`src/rtl/add_pkg.sv`:
```
// rtl/add_pkg.sv - shared encodings for the limb-serial add/subtract unit
package add_pkg;

  // Operation select as presented on op
  localparam logic [1:0] OP_ADD = 2'b00;
  localparam logic [1:0] OP_SUB = 2'b01;
  localparam logic [1:0] OP_ADC = 2'b10;
  localparam logic [1:0] OP_SBB = 2'b11;

  // Sequencer states
  localparam logic [1:0] ST_IDLE = 2'b00;
  localparam logic [1:0] ST_RUN  = 2'b01;
  localparam logic [1:0] ST_DONE = 2'b10;

  // Bit 0 of op marks the subtracting forms, which add the inverted B operand
  function automatic logic op_inverts_b(input logic [1:0] op_i);
    return op_i[0];
  endfunction

  // Initial carry: 0 for ADD, 1 for SUB, cin for ADC, ~cin for SBB
  function automatic logic op_carry_in(input logic [1:0] op_i, input logic cin_i);
    return op_i[1] ? (cin_i ^ op_i[0]) : op_i[0];
  endfunction

endpackage

```
`src/rtl/add_limb.sv`:
```
// rtl/add_limb.sv - combinational ripple adder for one limb
module add_limb #(
  parameter int W = 8
) (
  input  logic [W-1:0] x,
  input  logic [W-1:0] y,
  input  logic         ci,
  output logic [W-1:0] s,
  output logic         co,
  output logic         c_msb
);

  // Bitwise ripple; the carry entering the top bit is kept for overflow detection
  always_comb begin
    logic c;
    s     = '0;
    c_msb = 1'b0;
    c     = ci;
    for (int i = 0; i < W; i++) begin
      if (i == W - 1) begin
        c_msb = c;
      end
      s[i] = x[i] ^ y[i] ^ c;
      c    = (x[i] & y[i]) | (x[i] & c) | (y[i] & c);
    end
    co = c;
  end

endmodule

```
`src/rtl/add_seq.sv`:
```
// rtl/add_seq.sv - multi-cycle add/subtract unit, one limb per clock
module add_seq
  import add_pkg::*;
#(
  parameter int N    = 32,
  parameter int LIMB = 8
) (
  input  logic         clk,
  input  logic         rst_n,
  input  logic         in_valid,
  output logic         in_ready,
  input  logic [N-1:0] a,
  input  logic [N-1:0] b,
  input  logic [1:0]   op,
  input  logic         cin,
  output logic         out_valid,
  input  logic         out_ready,
  output logic [N-1:0] result,
  output logic         carry,
  output logic         overflow,
  output logic         zero,
  output logic         negative
);

  localparam int L  = N / LIMB;
  localparam int IW = (L > 1) ? $clog2(L) : 1;
  localparam logic [IW-1:0] LAST = IW'(L - 1);

  logic [1:0]    state_q, state_d;
  logic [N-1:0]  a_q, a_d;
  logic [N-1:0]  b_q, b_d;
  logic          c_q, c_d;
  logic [IW-1:0] idx_q, idx_d;
  logic [N-1:0]  result_q, result_d;
  logic          nz_q, nz_d;
  logic          carry_q, carry_d;
  logic          ovf_q, ovf_d;
  logic          zero_q, zero_d;
  logic          neg_q, neg_d;

  logic [LIMB-1:0] limb_s;
  logic            limb_co;
  logic            limb_c_msb;

  // Operand registers shift right each step, so the active limb is always the low slice
  add_limb #(.W(LIMB)) u_limb (
    .x     (a_q[LIMB-1:0]),
    .y     (b_q[LIMB-1:0]),
    .ci    (c_q),
    .s     (limb_s),
    .co    (limb_co),
    .c_msb (limb_c_msb)
  );

  // Next-state: accept in IDLE, one limb per cycle in RUN, hold in DONE until taken
  always_comb begin
    state_d  = state_q;
    a_d      = a_q;
    b_d      = b_q;
    c_d      = c_q;
    idx_d    = idx_q;
    result_d = result_q;
    nz_d     = nz_q;
    carry_d  = carry_q;
    ovf_d    = ovf_q;
    zero_d   = zero_q;
    neg_d    = neg_q;
    case (state_q)
      ST_IDLE: begin
        if (in_valid) begin
          a_d      = a;
          b_d      = op_inverts_b(op) ? ~b : b;
          c_d      = op_carry_in(op, cin);
          idx_d    = '0;
          result_d = '0;
          nz_d     = 1'b0;
          state_d  = ST_RUN;
        end
      end
      ST_RUN: begin
        a_d = a_q >> LIMB;
        b_d = b_q >> LIMB;
        c_d = limb_co;
        result_d[int'(idx_q) * LIMB +: LIMB] = limb_s;
        nz_d  = nz_q | (|limb_s);
        idx_d = idx_q + IW'(1);
        if (idx_q == LAST) begin
          // Signed overflow equals carry into the MSB differing from carry out of it
          carry_d = limb_co;
          ovf_d   = limb_c_msb ^ limb_co;
          zero_d  = ~(nz_q | (|limb_s));
          neg_d   = limb_s[LIMB-1];
          state_d = ST_DONE;
        end
      end
      ST_DONE: begin
        if (out_ready) begin
          state_d = ST_IDLE;
        end
      end
      default: state_d = ST_IDLE;
    endcase
  end

  // State and datapath registers; reset abandons any operation in flight
  always_ff @(posedge clk or negedge rst_n) begin
    if (!rst_n) begin
      state_q  <= ST_IDLE;
      a_q      <= '0;
      b_q      <= '0;
      c_q      <= 1'b0;
      idx_q    <= '0;
      result_q <= '0;
      nz_q     <= 1'b0;
      carry_q  <= 1'b0;
      ovf_q    <= 1'b0;
      zero_q   <= 1'b0;
      neg_q    <= 1'b0;
    end else begin
      state_q  <= state_d;
      a_q      <= a_d;
      b_q      <= b_d;
      c_q      <= c_d;
      idx_q    <= idx_d;
      result_q <= result_d;
      nz_q     <= nz_d;
      carry_q  <= carry_d;
      ovf_q    <= ovf_d;
      zero_q   <= zero_d;
      neg_q    <= neg_d;
    end
  end

  assign in_ready  = (state_q == ST_IDLE);
  assign out_valid = (state_q == ST_DONE);
  assign result    = result_q;
  assign carry     = carry_q;
  assign overflow  = ovf_q;
  assign zero      = zero_q;
  assign negative  = neg_q;

endmodule
```
`config.mk`:
```
export PLATFORM = sky130hd
export DESIGN_NAME = add_seq
export DESIGN_NICKNAME = d
export VERILOG_FILES = /design/src/rtl/add_pkg.sv /design/src/rtl/add_limb.sv /design/src/rtl/add_seq.sv
export SDC_FILE = /design/constraint.sdc
export NUM_CORES = 1
export LEC_CHECK = 0
export CAP_MARGIN = 20
export CORE_MARGIN = 5
export CORE_UTILIZATION = 55
export CTS_CLUSTER_SIZE = 30
export DETAILED_ROUTE_END_ITERATION = 8
export PLACE_DENSITY = 0.91
export SLEW_MARGIN = 10
export SYNTH_ARGS = -nofsm -noshare
export SYNTH_HDL_FRONTEND = slang
export SYNTH_SLANG_ARGS = --single-unit
```
`constraint.sdc`:
```
create_clock -name clk -period 8.8 [get_ports clk]
set_input_delay 1.76 -clock clk [delete_from_list [all_inputs] [get_ports clk]]
set_output_delay 1.76 -clock clk [all_outputs]
set_load 0.005 [all_outputs]
```
==> qor.log <==
[place] post-detailed-placement cell area 6200 um2
[logic_synthesis] register area share after synthesis 51.8%
[floorplan] Starting Density 55.9%
[setup_path] type of destination of the critical path flop
[setup_path] required arrival time at the worst endpoint 9.02 ns
[setup_path] Setup crit start kind flop
[sta] shortest period the worst path allows 4.32 ns
[floorplan] placement row count 35
[grt] first-pass GRT wire length 21.0 mm
[setup_path] CP max stage delay 0.51 ns
[logic_synthesis] post-synth cell types 43
[logic_synthesis] most used flip-flop cell after synthesis sky130_fd_sc_hd__dfrtp_1
[grt] number of antenna violations at the first check in global routing 0
[clock_network] # clock sinks 106
[grt] maximum number of pins on one net before global-route repair 76
[sta] number of endpoints failing setup at the final stage 0
[clock_network] Resize count post-CTS 0
[logic_synthesis] async set or reset register ratio after synthesis 100%
[sta] Max Slew Vio Count 0
[logic_synthesis] #FFs+latches synth 106
[cells_and_area] final layout net count 652
[setup_path] arrival time of data at the critical path endpoint 4.54 ns
[logic_synthesis] Synthesis Warnings 0
[clock_network] maximum clock insertion buffer count 2
[setup_path] CP dominant cell by count sky130_fd_sc_hd__fa_1
[clock_network] buffer count from post-CTS setup fixing 0
[drt] wire length after detailed routing 13.0 mm
[setup_path] classification of the worst setup path reg -> reg
[place] count of input and output buffers 108
[hold_path] class of the tightest hold or removal check reg -> reg
[pwr] power density cells 334 nW/um2
[drt] average wire per cell in the routed design 19.0 um
[setup_path] worst setup slack for register-to-register paths 4.48 ns
[drt] Via Count 4154
[floorplan] chip width 106 um
[clock_network] cts bufs inserted 9
[pwr] Pwr Total 2.13 mW
[outcome] result of the run finished clean
[sta] share of the clock period used by the worst path 49.1%
[pwr] leakage power 2.68 nW
[drt] 1st-iter DRT viols 359
[sta] RSZ-0062 raised after global routing no
[sta] relative slew slack 28.6%
[pwr] IR drop worst, VDD 0.174 mV
[flow_run] count of maximum capacitance violations 0
[logic_synthesis] per-instance average area after synthesis 10.6 um2
[sta] worst hold slack 0.483 ns
[clock_network] clk root buf sky130_fd_sc_hd__clkbuf_8
[sta] summed negative setup slack over all endpoints 0 ns
[sta] Fin Clk Skew 0.00971 ns
[logic_synthesis] Post-synth EDFFs 0
[grt] all-layer global routing usage 23.2%
[logic_synthesis] cell count after synthesis 481
[grt] grt total ovfl 0
[cells_and_area] area of all placed cells without fillers 6390 um2
[grt] vias in the first global route 4108
[sta] number of hold violations in the final report 0
[place] last weighted congestion value of the routability-driven placer 0.869
[clock_network] depth of the CTS H-tree 3
[setup_path] Worst path slowest cell sky130_fd_sc_hd__fa_1
[setup_path] top fanout value on the critical path 6
[clock_network] clock slew at the register clock pins of the worst setup and hold paths 0.10 ns
[logic_synthesis] mapped cell area 5120 um2
[floorplan] core outline area 9150 um2
[cells_and_area] layout cell share with drive strength beyond 1 5.41%
[cells_and_area] Inserted Diodes 0
[drt] final routed DRC violation total 0
[clock_network] clk_lat worst skew 0.37 ns
[drt] number of antenna-violating nets in the routed design 0
[cells_and_area] # fillers 633
[place] half-perimeter wire length of the detailed placement result 8.75 mm
[cells_and_area] area added between synthesis and finish 24.9%
[floorplan] die boundary height 106 um
[drt] DRT Pass-1 Iters 5
[floorplan] DIE AREA 11300 um2
[setup_path] cell breakdown of the critical path fa_1 -> inv_1 -> fa_1 -> fa_1 -> fa_1 -> fa_1 -> fa_1 -> fa_1 -> inv_1 -> fa_1 -> nor4_1 -> o21ai_0
[floorplan] I/O pins 109
[sta] slew at the pin closest to its max-slew limit 1.07 ns
[drt] vias per std cell 6.07
[clock_network] TritonCTS clock tree done
[clock_network] Post-CTS Hold Buffers 0
[sta] fmax 231 MHz
[logic_synthesis] post-synth net total 564
## registers in the layout, summed over array words and instances, names as in the netlist
signal    flops
carry         1
zero          1
negative      1
b_q          32
c_q           1
idx_q         2
a_q          32
overflow      1
state_q       2
result       32
nz_q          1
## worst paths after layout
path / start / end / cells after the start
worst max-delay path: c_q$_DFFE_PN0P_ / nz_q$_DFFE_PN0P_ / 12
worst min-delay path: b_q[29]$_DFFE_PN0P_ / b_q[29]$_DFFE_PN0P_ / 2
worst max register to register: c_q$_DFFE_PN0P_ / nz_q$_DFFE_PN0P_ / 12
worst min register to register: b_q[29]$_DFFE_PN0P_ / b_q[29]$_DFFE_PN0P_ / 2
max in group asynchronous: rst_n / idx_q[0]$_DFFE_PN0P_ / 2
min in group asynchronous: rst_n / a_q[21]$_DFFE_PN0P_ / 1
## cell usage after synthesis (3+ instances only)
cell type | n | area [um2]
sky130_fd_sc_hd__mux2_2 | 3 | 33.8
sky130_fd_sc_hd__a21o_1 | 4 | 30.0
sky130_fd_sc_hd__clkbuf_1 | 15 | 56.3
sky130_fd_sc_hd__nand2_1 | 29 | 109
sky130_fd_sc_hd__a2bb2oi_1 | 5 | 43.8
sky130_fd_sc_hd__nand2b_1 | 4 | 25.0
sky130_fd_sc_hd__nor3b_1 | 8 | 60.1
sky130_fd_sc_hd__ha_1 | 4 | 50.1
sky130_fd_sc_hd__a211oi_1 | 7 | 52.6
sky130_fd_sc_hd__dfrtp_1 | 106 | 2650
sky130_fd_sc_hd__inv_1 | 18 | 67.6
sky130_fd_sc_hd__xor2_1 | 16 | 140
sky130_fd_sc_hd__a221o_1 | 3 | 30.0
sky130_fd_sc_hd__nor2_1 | 22 | 82.6
sky130_fd_sc_hd__o21ai_0 | 62 | 310
sky130_fd_sc_hd__nor2b_1 | 19 | 119
sky130_fd_sc_hd__xnor2_1 | 18 | 158
sky130_fd_sc_hd__o2bb2ai_1 | 24 | 210
sky130_fd_sc_hd__buf_2 | 19 | 95.1
sky130_fd_sc_hd__a22oi_1 | 23 | 173
sky130_fd_sc_hd__o22ai_1 | 5 | 31.3
sky130_fd_sc_hd__fa_1 | 8 | 160
sky130_fd_sc_hd__a21oi_1 | 19 | 95.1
sky130_fd_sc_hd__o32ai_1 | 3 | 26.3
sky130_fd_sc_hd__a22o_1 | 16 | 140
## routing by layer
| metal | up-vias | global-route usage (%) | part of all wire [%] |
|---|---|---|---|
| li1 | 1884 | - | - |
| met3 | 40 | 4.61 | 7.0 |
| met1 | 2018 | 31.5 | 41 |
| met4 | 0 | 6.21 | 2.3 |
| met5 | - | 0 | 0 |
| met2 | 212 | 38.5 | 50 |
## cell type report
type / count / area [um2] / share of cell area [%]
Tap cell: 111 / 139 / 2.17
Clock buffer: 9 / 124 / 1.94
Sequential cell: 106 / 2650 / 41.5
Timing Repair Buffer: 113 / 1120 / 17.5
Clock inverter: 6 / 50.0 / 0.783
Inverter: 18 / 67.6 / 1.06
Multi-Input combinational cell: 321 / 2240 / 35.1
## power breakdown
group	internal, mW	switching, mW
registers	0.680	0.127
clock network	0.105	0.174
logic	0.450	0.598
total	1.24	0.899
## worst max-delay path: cells and delay by family, from the launching register on
kind	cells	cell delay (ns)
adders and majority gates	8	3.11
and+or+nand+nor	1	0.37
buffers and inverters	2	0.14
DFF	1	0.41
AOI/OAI and AO/OA	1	0.15
## stage by stage
stage | cells | worst slack, ns | utilization [%]
final | 684 | 4.48 | 69.9
after global routing | 684 | 4.32 | 69.9
after CTS | 683 | 4.49 | 69.7
after detailed placement | 668 | 4.52 | 67.8
after global placement | 668 | 4.62 | 67.8
after floorplan | 481 | 4.85 | -
## kinds of logic after synthesis
group	Yosys count	share of synthesized area, %
adders and majority gates	12	4.11
buffers and inverters	54	4.50
AOI/OAI and AO/OA	174	22.9
DFF	106	51.8
and+or+nand+nor	98	10.2
xor gates and xnor gates	34	5.82
muxes	3	0.660
## cells in the final DEF, fill, tap and decap left out, types with 4 or more instances in the layout
| cell type | count |
|---|---|
| sky130_fd_sc_hd__o21ai_0 | 62 |
| sky130_fd_sc_hd__nor2_1 | 22 |
| sky130_fd_sc_hd__o22ai_1 | 5 |
| sky130_fd_sc_hd__a211oi_1 | 7 |
| sky130_fd_sc_hd__a22oi_1 | 23 |
| sky130_fd_sc_hd__dfrtp_1 | 106 |
| sky130_fd_sc_hd__inv_1 | 18 |
| sky130_fd_sc_hd__buf_4 | 5 |
| sky130_fd_sc_hd__a21o_1 | 4 |
| sky130_fd_sc_hd__a21oi_1 | 19 |
| sky130_fd_sc_hd__nor3b_1 | 8 |
| sky130_fd_sc_hd__o2bb2ai_1 | 24 |
| sky130_fd_sc_hd__a2bb2oi_1 | 5 |
| sky130_fd_sc_hd__fa_1 | 8 |
| sky130_fd_sc_hd__nor2b_1 | 18 |
| sky130_fd_sc_hd__clkbuf_8 | 9 |
| sky130_fd_sc_hd__nand2b_1 | 4 |
| sky130_fd_sc_hd__a22o_1 | 16 |
| sky130_fd_sc_hd__ha_1 | 4 |
| sky130_fd_sc_hd__nand2_1 | 29 |
| sky130_fd_sc_hd__xnor2_1 | 18 |
| sky130_fd_sc_hd__xor2_1 | 16 |
| sky130_fd_sc_hd__clkdlybuf4s50_1 | 106 |
(Power assumes the default switching activity.)
==> edit (same settings) <==
`N`: 32 -> 64.
--- a/src/rtl/add_seq.sv
+++ b/src/rtl/add_seq.sv
@@ -4,3 +4,3 @@
 #(
-  parameter int N    = 32,
+  parameter int N    = 64,
   parameter int LIMB = 8
Ports: changed (resized a, b and result); port bits go from 109 to 205. The function was not compared with the original's and may differ.
==> edit against the original RTL <==
  * Maximum frequency shrank 0.86%
  * Final area grew 100%
  * Routed wire length grew 110%
  * Critical path depth grew 1
  * Critical endpoint unchanged
  * Non-clock buffer count grew 102
  * Sequential share of layout area shrank 2.2 points
  * Combinational power grew 82%
  * Critical path type unchanged
  * Synthesized area grew 97%
  * Synthesized cell count grew 100%
  * Hold slack lost 1.9 ps
  * Largest power group unchanged
  * Worst setup slack lost 38 ps
  * Sequential cell count grew 97
  * Power grew 110%
==> edit: results <==
[place]
hpwlAfterDp_um = 18200
pre_cts_slack_ps = 4510
portBuffers = 204
gp_congestion = 0.830

[global_route]
use_met3_pct = 4.12
grt_antenna_before_repair = 1
grt_pass1_vias = 8410
track_usage_pct = 25.0
grt_use_met1_pct = 33.3
grt_pass1_wl_um = 44000
grt_use_met2_pct = 40.8

[pwr]
ir_worst_vdd_mv = 0.208

[timing]
post-route-min-period_ps = 4360
hold_ws_ps = 482
maxSlewHeadroom_pct = 30.3

[status]
status = "finished clean"

[detailed_routing]
vias = 8282
wl_met3_um = 1850
first_iter_violations = 785
m1WireLength_um = 11100
wl_per_cell_um = 20.0
dr_wl_met2_um = 13500

[min_path]
hold_path_end = "b_q[52]"

[synthesis]
ys_types = 41
syn-num-nets = 1117
synth_common_cells = "dfrtp_1 (203), a21oi_1 (96), nor2b_1 (96)"
synth_seq_area_share_pct = 50.5

[layout]
nets = 1278
layoutNonFillerInstCount = 1374

[clocking]
clk_pin_slew_ps = 60
cts_buffers = 22
clock_latency_ps = 510
htree_levels = 1

[critical_path]
r2r_slack_ps = 4440
cp_slowest_stage_delay_ps = 480
-- edit: changes by cell type after synthesis, sizes merged, moves of 25 or more --
cell	before	now
a22o	16	41
nor2b	20	96
clkbuf	15	48
a22oi	23	52
mux2i	0	48
a21oi	19	96
o22a	0	38
dfrtp	106	203
nand2	29	73
xnor2	18	46
-- edit: cell families (layout without fill, tap and decap cells) --
logic type      count (synthesis)  in the layout  share of synthesized area, %
compound gates                324            324                          20.8
fa+ha+maj                      12             12                          2.09
mux                            50             50                          5.00
other cells                     0              1                             0
flops                         203            203                          50.5
buf+inv                       105            279                          4.27
simple gates                  210            210                          11.7
xor+xnor                       66             66                          5.74
-- edit: layout make-up --
cell class	instances	area, um^2
timing repair buffer	215	2130
antenna	1	2.50
sequential	203	5080
clock buffer	31	656
multi-input combinational	662	4590
tap	229	287
fill	1232	5090
inverter	27	101
clock inverter	6	83.8
-- edit: power breakdown --
group / switching, uW / internal, uW
logic: 1070 / 839
registers: 259 / 1280
clock network: 363 / 574
total: 1690 / 2690
